### src/rtl/counter_v2.sv
// Run-time configurable step counter: up/down, one-shot or auto-reload, overshoot clamped
// to the target, with start/abort control, enable-based pause and a saturating reload count.
module counter_v2 #(
    parameter int WIDTH    = 4,
    parameter int RELOAD_W = 4
) (
    input  logic                clk_i,
    input  logic                reset_i,
    input  logic                start_i,
    input  logic                abort_i,
    input  logic                enable_i,
    input  logic                dir_i,
    input  logic                mode_i,
    input  logic [WIDTH-1:0]    counter_init_i,
    input  logic [WIDTH-1:0]    counter_inc_i,
    input  logic [WIDTH-1:0]    counter_target_i,
    output logic [WIDTH-1:0]    counter_value_o,
    output logic                done_o,
    output logic                busy_o,
    output logic [RELOAD_W-1:0] reload_cnt_o
);

    typedef enum logic [1:0] {IDLE, RUN, DONE} state_t;

    localparam logic [WIDTH-1:0]    ONE_W = {{(WIDTH-1){1'b0}}, 1'b1};
    localparam logic [RELOAD_W-1:0] ONE_R = {{(RELOAD_W-1){1'b0}}, 1'b1};

    state_t              state_q, state_n;
    logic [WIDTH-1:0]    value_q, value_n;
    logic                done_q, done_n;
    logic                busy_q, busy_n;
    logic [RELOAD_W-1:0] reload_q, reload_n;
    logic                pending_q, pending_n;
    logic                dir_q, dir_n;
    logic                mode_q, mode_n;
    logic [WIDTH-1:0]    init_q, init_n;
    logic [WIDTH-1:0]    inc_q, inc_n;
    logic [WIDTH-1:0]    target_q, target_n;

    // Comparisons are done one bit wider so value+inc or target+inc never wraps.
    logic [WIDTH:0] up_sum, down_lim;
    logic           step_terminal, start_terminal;
    logic [WIDTH-1:0] step_value;

    assign up_sum     = {1'b0, value_q} + {1'b0, inc_q};
    assign down_lim   = {1'b0, target_q} + {1'b0, inc_q};
    assign step_value = dir_q ? (value_q - inc_q) : (value_q + inc_q);
    assign step_terminal = dir_q ? ({1'b0, value_q} <= down_lim)
                                 : (up_sum >= {1'b0, target_q});
    assign start_terminal = dir_i ? (counter_init_i <= counter_target_i)
                                  : (counter_init_i >= counter_target_i);

    // NOTE: every signal gets its hold value first, so no path through this block
    // leaves one unassigned and no latch is inferred.
    always_comb begin
        state_n   = state_q;
        value_n   = value_q;
        done_n    = done_q;
        reload_n  = reload_q;
        pending_n = pending_q;
        dir_n     = dir_q;
        mode_n    = mode_q;
        init_n    = init_q;
        inc_n     = inc_q;
        target_n  = target_q;

        if (abort_i) begin
            state_n   = IDLE;
            done_n    = 1'b0;
            pending_n = 1'b0;
        end else if (start_i) begin
            dir_n    = dir_i;
            mode_n   = mode_i;
            init_n   = counter_init_i;
            inc_n    = (counter_inc_i == '0) ? ONE_W : counter_inc_i;
            target_n = counter_target_i;
            if (start_terminal) begin
                value_n   = counter_target_i;
                done_n    = 1'b1;
                reload_n  = ONE_R;
                pending_n = mode_i;
                state_n   = mode_i ? RUN : DONE;
            end else begin
                value_n   = counter_init_i;
                done_n    = 1'b0;
                reload_n  = '0;
                pending_n = 1'b0;
                state_n   = RUN;
            end
        end else if (state_q == RUN) begin
            // In RUN done is only ever the auto-reload pulse, so it always drops here.
            done_n = 1'b0;
            if (enable_i) begin
                if (pending_q) begin
                    value_n   = init_q;
                    pending_n = 1'b0;
                end else if (step_terminal) begin
                    value_n  = target_q;
                    done_n   = 1'b1;
                    reload_n = (reload_q == '1) ? reload_q : reload_q + ONE_R;
                    if (mode_q) pending_n = 1'b1;
                    else        state_n   = DONE;
                end else begin
                    value_n = step_value;
                end
            end
        end

        busy_n = (state_n == RUN);
    end

    // NOTE: state registers use non-blocking assignments so every flop samples the
    // pre-edge values computed above, independent of statement order.
    always_ff @(posedge clk_i) begin
        if (reset_i) begin
            state_q   <= IDLE;
            value_q   <= '0;
            done_q    <= 1'b0;
            busy_q    <= 1'b0;
            reload_q  <= '0;
            pending_q <= 1'b0;
            dir_q     <= 1'b0;
            mode_q    <= 1'b0;
            init_q    <= '0;
            inc_q     <= '0;
            target_q  <= '0;
        end else begin
            state_q   <= state_n;
            value_q   <= value_n;
            done_q    <= done_n;
            busy_q    <= busy_n;
            reload_q  <= reload_n;
            pending_q <= pending_n;
            dir_q     <= dir_n;
            mode_q    <= mode_n;
            init_q    <= init_n;
            inc_q     <= inc_n;
            target_q  <= target_n;
        end
    end

    assign counter_value_o = value_q;
    assign done_o          = done_q;
    assign busy_o          = busy_q;
    assign reload_cnt_o    = reload_q;

endmodule

### config.mk
export PLATFORM = sky130hd
export DESIGN_NAME = counter_v2
export DESIGN_NICKNAME = d
export VERILOG_FILES = /design/src/rtl/counter_v2.sv
export SDC_FILE = /design/constraint.sdc
export NUM_CORES = 1
export LEC_CHECK = 0
export ABC_AREA = 1
export CELL_PAD_IN_SITES_DETAIL_PLACEMENT = 1
export CELL_PAD_IN_SITES_GLOBAL_PLACEMENT = 2
export CORE_MARGIN = 3
export CORE_UTILIZATION = 27
export DETAILED_ROUTE_END_ITERATION = 12
export PLACE_DENSITY = 0.75
export SLEW_MARGIN = 5
export SYNTH_ARGS = -nofsm -noshare
export SYNTH_HDL_FRONTEND = slang
export SYNTH_SLANG_ARGS = --single-unit
### constraint.sdc
create_clock -name clk_i -period 2.4 [get_ports clk_i]
set_input_delay 0.48 -clock clk_i [delete_from_list [all_inputs] [get_ports clk_i]]
set_output_delay 0.48 -clock clk_i [all_outputs]
set_load 0.005 [all_outputs]
==> impl_metrics.ini <==
[run_status]
status = finished with violations
violations = negative setup slack

[timing]
slew_viol_final = 0
fin_ws_ps = -123
setup_viol = 12
rsz0062_at_grt = yes
finClkSkew_ps = 3.02
setup_tns_ps = -1130
relSlewSlack_pct = 71.6
fmax_mhz = 396
hold_viol = 0
hold_ws_ps = 522
worst_slew_pin_slew_ps = 424
layout_min_cycle_time_ps = 2520
post-route-period-util_pct = 105

[worst_setup_path]
slowest_stage = dfxtp_1
endpoint_kind = flop
r2r-start = target_q[0]$_SDFFE_PP0P_
startpoint = target_q[0]$_SDFFE_PP0P_
start_kind = flop
critPathKind = flop to flop
cp.arrival_ps = 2740
critPathMaxStageDelay_ps = 390
crit_fanout = 4
crit_chain = ha_4 > inv_2 > fa_2 > xor2_1 > ha_1 > nand2_1 > nor2_1 > nor2_1 > nand3_2 > buf_4 > nand2_4 > buf_4 > o211ai_1 > nand2_1 > a21oi_1
crit_required_ps = 2620

[route]
drtIter0Drc = 61
final_antenna_net_count = 0
wl_per_cell_um = 14.1
vias = 2096
via_per_inst = 4.62
drc = 0
totalWireLength_mm = 6.42
first_pass_iters = 4

[clocking]
clk_pin_slew_ps = 100
htreeDepth = 1
clockBufferDepth = 2
cts_hold_buf = 0
clk-insertion-delay-late_ps = 280
clockRootBuffer = clkbuf_8
numCtsBuffers = 3
clock_sinks = 27
cts_tree = built

[power]
switching_share_pct = 36.3
pwr-share-comb_pct = 45.6
p_seq_share_pct = 35.3
ir_drop_uv = 216
power_density_mw_per_mm2 = 493
clockPowerShare_pct = 19.1
p_switching_uw = 518
leakage_nw = 1.35
p_int_uw = 908

[global_route]
grt_pass1_vias = 2144
grt_max_degree = 18
grt.total_usage_pct = 15.4
grt_overflow = 0
grt_first_pass_wirelength_mm = 10.6
antenna_found_initial = 0

[floorplanning]
start_util_pct = 28.8
boundaryPins = 29
num_rows = 30
die_y_um = 92.6
die-area_mm2 = 0.00857
coreArea_mm2 = 0.00702
die_x_um = 92.6

[finish]
drive_above_1_share_pct = 23.5
antenna_cells = 0
final_nets = 406
final_cell_area_mm2 = 0.00289
areaGrowthSynthToFinish_pct = 43.0
final_cells = 454
fillers = 896

[synthesis]
postSynthAreaPerCell_um2 = 7.02
yosysMostFrequentCell = nand2_1
synth_area_leaders = dfxtp_1 27%, ha_1 15%, nand2_1 8.3%, o21ai_0 7.9%, inv_1 7.4%
netlist_instances = 288
synth_top_area_cell = dfxtp_1
synth_edf_count = 0
yosys_warnings = 0
seq_area_frac_synth_pct = 26.7
synth_nets = 335
ys.flop_type = dfxtp_1
syn_area_mm2 = 0.00202
ys_top_cells_by_count = 45 x nand2_1, 40 x inv_1, 37 x nor2_1, 32 x o21ai_0, 27 x dfxtp_1
yosys.cell_types.count = 28
synth_top_area_share_pct = 26.7
async_flop_share_pct = 0
synth_seq_cells = 27

[placement]
gp_congestion = 0.804
port_buffers = 28
dpl-instance-area_mm2 = 0.00268
placedCellCount = 445
dp_hpwl_mm = 5.13
dpl_worst_slack_ps = -243

[worst_hold_path]
hp-start = reload_cnt_o[0]$_SDFFE_PP0P_
hold_class = flop to flop

[job]
drv_cap = 0
## cells in the final DEF (no fill, tap or decap), types with 2 or more instances in the layout
cell type	n
o21ai_0	28
inv_1	38
nand3_1	14
clkdlybuf4s50_1	28
nand2_2	5
nand3_2	2
buf_6	3
nand2_1	41
a21oi_1	22
nand2_4	3
clkbuf_8	3
buf_4	39
xor2_1	8
inv_2	5
a21oi_2	3
xnor2_1	2
a31oi_1	2
ha_1	21
o21ai_2	3
nor2_1	36
nor2_2	2
fa_2	2
ha_4	3
o211ai_1	5
dfxtp_2	4
dfxtp_1	22
## layout make-up
| type | count | area, um^2 | area share, % |
|---|---|---|---|
| tap | 96 | 120 | 4.15 |
| clock buffer | 4 | 45.0 | 1.56 |
| inverter | 44 | 165 | 5.71 |
| timing repair buffer | 70 | 607 | 21.0 |
| sequential | 27 | 549 | 19.0 |
| multi-input combinational | 213 | 1410 | 48.6 |
## state kept, by name (all words and copies together), names as in the netlist, 2 cells and up
register,flops
target_q,4
state_q,2
init_q,4
counter_value_o,4
reload_cnt_o,4
inc_q,4
## path summary, 6_finish.rpt
kind                                endpoint  slack, ps  cells past startpoint
min reg2reg     reload_cnt_o[0]$_SDFFE_PP0P_        520                      2
max          counter_value_o[3]$_SDFFE_PP0P_       -120                     15
min             reload_cnt_o[0]$_SDFFE_PP0P_        520                      2
max reg2reg  counter_value_o[3]$_SDFFE_PP0P_       -120                     15
## metrics by stage
step	power (mW)	utilization, %
final	1.43	41.2
after global routing	1.54	41.2
after CTS	1.38	39.9
after detailed placement	1.08	38.2
after global placement	1.07	38.2
after floorplan	0.824	-
## timing repair
action	CTS	global route
resized for setup	22	16
pin swaps	7	14
endpoints found under the setup margin	12	13
gates cloned	0	0
buffers inserted	1	4
## power groups by stage
stage          Clock [mW]  Combinational (mW)  Sequential [mW]
2_1_floorplan           0               0.314            0.510
3_3_place_gp            0               0.561            0.510
3_5_place_dp            0               0.571            0.511
4_1_cts             0.281               0.594            0.503
5_1_grt             0.297               0.733            0.509
6_report            0.272               0.650            0.504
## layer usage
metal | vias up | global-route usage, % | share of wire (%)
li1 | 1083 | - | -
met1 | 982 | 21.3 | 50
met2 | 21 | 25.4 | 47
met3 | 10 | 1.54 | 1.7
met4 | 0 | 4.46 | 1.4
met5 | - | 0 | 0
## kinds of logic after synthesis
logic type	Yosys count	share of synthesized area, %
and+or+nand+nor	108	23.7
AOI/OAI and AO/OA	67	17.7
buffers and inverters	48	9.03
adders and majority gates	28	18.4
DFF	27	26.7
xor gates and xnor gates	10	4.33
## worst max-delay path: cells and delay by family, from the launching register on
kind / cells / cell delay (ps)
adders and majority gates: 3 / 770
buffers and inverters: 3 / 300
and+or+nand+nor: 6 / 520
AOI/OAI and AO/OA: 2 / 340
xor gates and xnor gates: 1 / 160
DFF: 1 / 390
No activity file was read; power rests on OpenSTA's default activity.
